[src/rtl/freq_gate_ctrl.sv]
`timescale 1ns/1ps
`default_nettype none
// ============================================================================
//  Module   : freq_gate_ctrl
//  Brief    : Gate / settle / latch / clear sequencer with auto-ranging for
//             the 8-digit BCD frequency counter.
//  Revision : 1.0  initial release
// ============================================================================
module freq_gate_ctrl #(
    parameter int GATE_CYC0 = 50_000_000,
    parameter int GATE_CYC1 = 5_000_000,
    parameter int GATE_CYC2 = 500_000,
    parameter int SETTLE    = 4,
    parameter int TMR_W     = 32
) (
    input  logic       clk,
    input  logic       rst_n,
    input  logic       start,
    input  logic       stop,
    input  logic       cont,
    input  logic       auto_rng,
    input  logic [1:0] rng_sel,
    input  logic       cnt_ovf,
    input  logic       cnt_low,
    output logic       gate,
    output logic       clr_stb,
    output logic       latch_stb,
    output logic       done,
    output logic       busy,
    output logic [1:0] rng,
    output logic       ovf_flag
);

    // Timer is loaded with (length - 1) and runs down to zero.
    localparam logic [TMR_W-1:0] c_GATE0_LAST  = TMR_W'(GATE_CYC0 - 1);
    localparam logic [TMR_W-1:0] c_GATE1_LAST  = TMR_W'(GATE_CYC1 - 1);
    localparam logic [TMR_W-1:0] c_GATE2_LAST  = TMR_W'(GATE_CYC2 - 1);
    localparam logic [TMR_W-1:0] c_SETTLE_LAST = TMR_W'(SETTLE - 1);
    localparam logic [TMR_W-1:0] c_TMR_ONE     = TMR_W'(1);

    typedef enum logic [2:0] {
        S_IDLE  = 3'd0,
        S_CLEAR = 3'd1,
        S_GATE  = 3'd2,
        S_HOLD  = 3'd3,
        S_LATCH = 3'd4,
        S_EVAL  = 3'd5
    } state_t;

    state_t           r_state;
    logic [TMR_W-1:0] r_timer;
    logic             r_gate;
    logic             r_clr_stb;
    logic             r_latch_stb;
    logic             r_done;
    logic             r_busy;
    logic [1:0]       r_rng;
    logic             r_ovf_flag;
    logic             r_ovf_seen;
    logic             r_low;

    logic [1:0]       w_sel_rng;
    logic [1:0]       w_auto_rng;
    logic [TMR_W-1:0] w_gate_last;
    logic             w_tmr_zero;
    logic             w_rearm;

    assign w_sel_rng  = (rng_sel == 2'd3) ? 2'd2 : rng_sel;
    assign w_tmr_zero = (r_timer == '0);
    assign w_rearm    = cont & start;

    always_comb begin
        w_gate_last = c_GATE2_LAST;
        case (r_rng)
            2'd0:    w_gate_last = c_GATE0_LAST;
            2'd1:    w_gate_last = c_GATE1_LAST;
            default: w_gate_last = c_GATE2_LAST;
        endcase
    end

    // Overflow takes precedence over underrange; both saturate at the ends.
    always_comb begin
        w_auto_rng = r_rng;
        if (r_ovf_seen) begin
            if (r_rng < 2'd2) begin
                w_auto_rng = r_rng + 2'd1;
            end
        end else if (r_low) begin
            if (r_rng > 2'd0) begin
                w_auto_rng = r_rng - 2'd1;
            end
        end
    end

    always_ff @(posedge clk) begin
        if (!rst_n) begin
            r_state     <= S_IDLE;
            r_timer     <= '0;
            r_gate      <= 1'b0;
            r_clr_stb   <= 1'b0;
            r_latch_stb <= 1'b0;
            r_done      <= 1'b0;
            r_busy      <= 1'b0;
            r_rng       <= 2'd0;
            r_ovf_flag  <= 1'b0;
            r_ovf_seen  <= 1'b0;
            r_low       <= 1'b0;
        end else if (stop && (r_state != S_IDLE)) begin
            // Abort: range and last overflow result survive.
            r_state     <= S_IDLE;
            r_timer     <= '0;
            r_gate      <= 1'b0;
            r_clr_stb   <= 1'b0;
            r_latch_stb <= 1'b0;
            r_done      <= 1'b0;
            r_busy      <= 1'b0;
        end else begin
            case (r_state)
                S_IDLE: begin
                    if (start && !stop) begin
                        r_state   <= S_CLEAR;
                        r_clr_stb <= 1'b1;
                        r_busy    <= 1'b1;
                        if (!auto_rng) begin
                            r_rng <= w_sel_rng;
                        end
                    end
                end
                S_CLEAR: begin
                    r_clr_stb  <= 1'b0;
                    r_gate     <= 1'b1;
                    r_timer    <= w_gate_last;
                    r_ovf_seen <= 1'b0;
                    r_state    <= S_GATE;
                end
                S_GATE: begin
                    r_ovf_seen <= r_ovf_seen | cnt_ovf;
                    if (w_tmr_zero) begin
                        r_gate  <= 1'b0;
                        r_timer <= c_SETTLE_LAST;
                        r_state <= S_HOLD;
                    end else begin
                        r_timer <= r_timer - c_TMR_ONE;
                    end
                end
                S_HOLD: begin
                    r_ovf_seen <= r_ovf_seen | cnt_ovf;
                    if (w_tmr_zero) begin
                        r_latch_stb <= 1'b1;
                        r_state     <= S_LATCH;
                    end else begin
                        r_timer <= r_timer - c_TMR_ONE;
                    end
                end
                S_LATCH: begin
                    r_latch_stb <= 1'b0;
                    r_done      <= 1'b1;
                    r_low       <= cnt_low;
                    r_state     <= S_EVAL;
                end
                S_EVAL: begin
                    r_done     <= 1'b0;
                    r_ovf_flag <= r_ovf_seen;
                    if (auto_rng) begin
                        r_rng <= w_auto_rng;
                    end
                    if (w_rearm) begin
                        r_state   <= S_CLEAR;
                        r_clr_stb <= 1'b1;
                    end else begin
                        r_state <= S_IDLE;
                        r_busy  <= 1'b0;
                    end
                end
                default: begin
                    r_state     <= S_IDLE;
                    r_timer     <= '0;
                    r_gate      <= 1'b0;
                    r_clr_stb   <= 1'b0;
                    r_latch_stb <= 1'b0;
                    r_done      <= 1'b0;
                    r_busy      <= 1'b0;
                end
            endcase
        end
    end

    assign gate      = r_gate;
    assign clr_stb   = r_clr_stb;
    assign latch_stb = r_latch_stb;
    assign done      = r_done;
    assign busy      = r_busy;
    assign rng       = r_rng;
    assign ovf_flag  = r_ovf_flag;

endmodule
`default_nettype wire

[config.mk]
export PLATFORM = sky130hd
export DESIGN_NAME = freq_gate_ctrl
export DESIGN_NICKNAME = d
export VERILOG_FILES = /design/src/rtl/freq_gate_ctrl.sv
export SDC_FILE = /design/constraint.sdc
export NUM_CORES = 1
export LEC_CHECK = 0
export ABC_AREA = 1
export CAP_MARGIN = 10
export CORE_AREA = 2 2 96 98
export DETAILED_ROUTE_END_ITERATION = 6
export DIE_AREA = 0 0 98 100
export GPL_TIMING_DRIVEN = 0
export SLEW_MARGIN = 30
export SYNTH_ARGS = -nofsm -noshare
export SYNTH_HDL_FRONTEND = slang
export SYNTH_SLANG_ARGS = --single-unit
[constraint.sdc]
create_clock -name clk -period 1.73 [get_ports clk]
set_input_delay 0.173 -clock clk [delete_from_list [all_inputs] [get_ports clk]]
set_output_delay 0.173 -clock clk [all_outputs]
set_load 0.02 [all_outputs]
==> impl_metrics.tcl <==
set metrics [dict create \
    outcome "complete, no violations" \
    grt_start_max_net_pins 14 \
    synth_seq_cells 45 \
    synth-async-reset-ratio 0 \
    drive_gt1_frac 0.184 \
    postRouteAntennaNets 0 \
    die_y_um 100 \
    synth.area.top_cells "dfxtp_1 30%, nand2_1 18%, nor2_1 8.5%" \
    post_drt_wl_per_cell_um 12.8 \
    grt_usage 0.169 \
    gp_congestion 0.933 \
    synth_nets 489 \
    synth_edf_count 0 \
    hold_path_class "reg -> reg" \
    synthTopCellsByCount "146 x nand2_1, 68 x nor2_1, 57 x inv_1" \
    area_growth_pct 19.3 \
    antenna_found_initial 0 \
    critPathLaunchType "flip-flop" \
    dieWidth_um 98 \
    syn_area_um2 2990 \
    crit_family "simple AND/OR/NAND/NOR gates" \
    fin_area_um2 3570 \
    slew_violations 0 \
    fp-row-count 35 \
    routed_wl_um 7910 \
    grt_pass1_wl_um 13400 \
    end_kind "flip-flop" \
    ys_seq_area_frac 0.301 \
    rsz0062_at_grt "true" \
    critPathKind "reg -> reg" \
    synth_cell_types 31 \
    clock_path_buffers 2 \
    initialDrtViolationCount 137 \
    portBuffers 17 \
    setup_violations 0 \
    ys.flop_type "dfxtp_1" \
    yosys_warnings 0 \
    yosysMostFrequentCell "nand2_1" \
    drt_first_pass_iters 4 \
    maxSlewHeadroom 0.738 \
    fin_crit_ns 1.64 \
    num_antenna_cells 0 \
    worst_path_max_delay_cell "dfxtp_1" \
    maxCapViolCount 0 \
    vias 2977 \
    syn_inst 474 \
    cts_tree "built" \
    yosys.area.top_type "dfxtp_1" \
    nNetsFinal 519 \
    hold_ws_ns 0.470 \
    ctsHtreeMaxLevel 2 \
    place_area_um2 3300 \
    synth_top_area_frac 0.301 \
    cp_data_required_time_ns 1.97 \
    crit_buf_inv 1 \
    fin_crit_sh 0.946 \
    cp_max_fo 4 \
    drc 0 \
    crit_top_cell "nand3_1" \
    cts.clk_slew.worst_paths_ns 0.09 \
    numCtsBuffers 5 \
    fin_skew_ns 0.00843 \
    grt_pass1_vias 2878 \
    cp.arrival_ns 1.87 \
    initial_core_util 0.337 \
    finalHoldViolCount 0 \
    fmax_mhz 611 \
    crit_chain "nor2_1, nand3_1, inv_1, nand3_1, nor2_2, xor2_1, nand2_1, a21oi_1" \
    overflow 0 \
    root_buffer "clkbuf_8" \
    worst_pin_slew_ns 0.392 \
    ios 18 \
    clock_latency_ns 0.31 \
    dpl.hpwl_um 6080 \
    clock-sinks 45 \
    max_stage_delay_ns 0.37 \
    via_per_inst 4.83 \
    coreArea_um2 8890 \
    holdBufCountCts 0 \
    syn_area_per_cell_um2 6.31 \
    die-area_um2 9800 \
]
-- cells in the final DEF, fill, tap and decap left out, types with 8 or more instances in the layout --
cell             count
nand2_1            139
inv_1               55
nor2_1              48
nand3_1             38
dfxtp_1             34
a21oi_1             27
nor2_2              19
clkdlybuf4s50_1     17
nand2_2             12
dfxtp_2             11
nor2_4               9
xor2_1               9
buf_4                8
-- worst paths after layout --
| path | to | depth (start not counted) | slack (ns) | startpoint |
|---|---|---|---|---|
| setup / recovery | r_timer[29] | 8 | 0.09 | r_timer[2] |
| hold / removal | r_low | 2 | 0.47 | r_low |
| setup reg to reg | r_timer[29] | 8 | 0.09 | r_timer[2] |
| hold reg to reg | r_low | 2 | 0.47 | r_low |
-- sequential cells by signal, indices dropped and copies added (netlist names) --
register    count
ovf_flag        1
done            1
r_ovf_seen      1
r_timer        32
r_state         3
rng             2
latch_stb       1
r_low           1
busy            1
gate            1
clr_stb         1
-- worst register-to-register path, cell delays in order (launching register included) --
cell	delay (ns)
dfxtp_1	0.37
nor2_1	0.16
nand3_1	0.20
inv_1	0.14
nand3_1	0.17
nor2_2	0.18
xor2_1	0.16
nand2_1	0.07
a21oi_1	0.12
-- layout make-up --
cell class                      instances  area (µm²)
Clock buffer                            6        72.6
Buffer                                  9        92.6
Fill cell                             959        5320
Tap cell                              111         139
Multi-Input combinational cell        363        1910
Inverter                               57         214
Clock inverter                          2        10.0
Sequential cell                        45         915
Timing Repair Buffer                   23         215
-- through the flow --
step                      std cells  setup slack, ns  utilization  TNS (ns)
after CTS                       610         -0.00653        0.383  -0.00653
after detailed placement        602           -0.131        0.371     -2.20
final                           616           0.0929        0.402         0
after global routing            616          -0.0206        0.402   -0.0646
after global placement          602          -0.0969        0.371     -1.61
after floorplan                 474           0.0908            -         0
-- timing repair --
action | 4_1_cts | 5_1_grt
gates cloned | 0 | 0
resized for setup | 9 | 47
setup buffers | 0 | 6
pin swaps | 0 | 7
setup endpoints to repair | 38 | 41
-- cells by family (layout without fill, tap and decap cells) --
logic type	after synthesis	in the layout	synth area share
compound gates	54	54	0.102
xor+xnor	16	16	0.0468
fa+ha+maj	5	5	0.0209
buf+inv	66	97	0.0970
flops	45	45	0.301
simple gates	288	288	0.432
-- layer usage --
layer / track usage / wire length (µm) / share of wire / vias to the layer above
met2: 0.298 / 3850 / 0.49 / 39
met5: 0 / 0 / 0 / -
li1: - / - / - / 1552
met3: 0.0237 / 237 / 0.030 / 10
met1: 0.213 / 3700 / 0.47 / 1376
met4: 0.0534 / 116 / 0.015 / 0
Power is not shown: default switching activity piles up to over one toggle a cycle in this logic, so the estimate is an artifact.
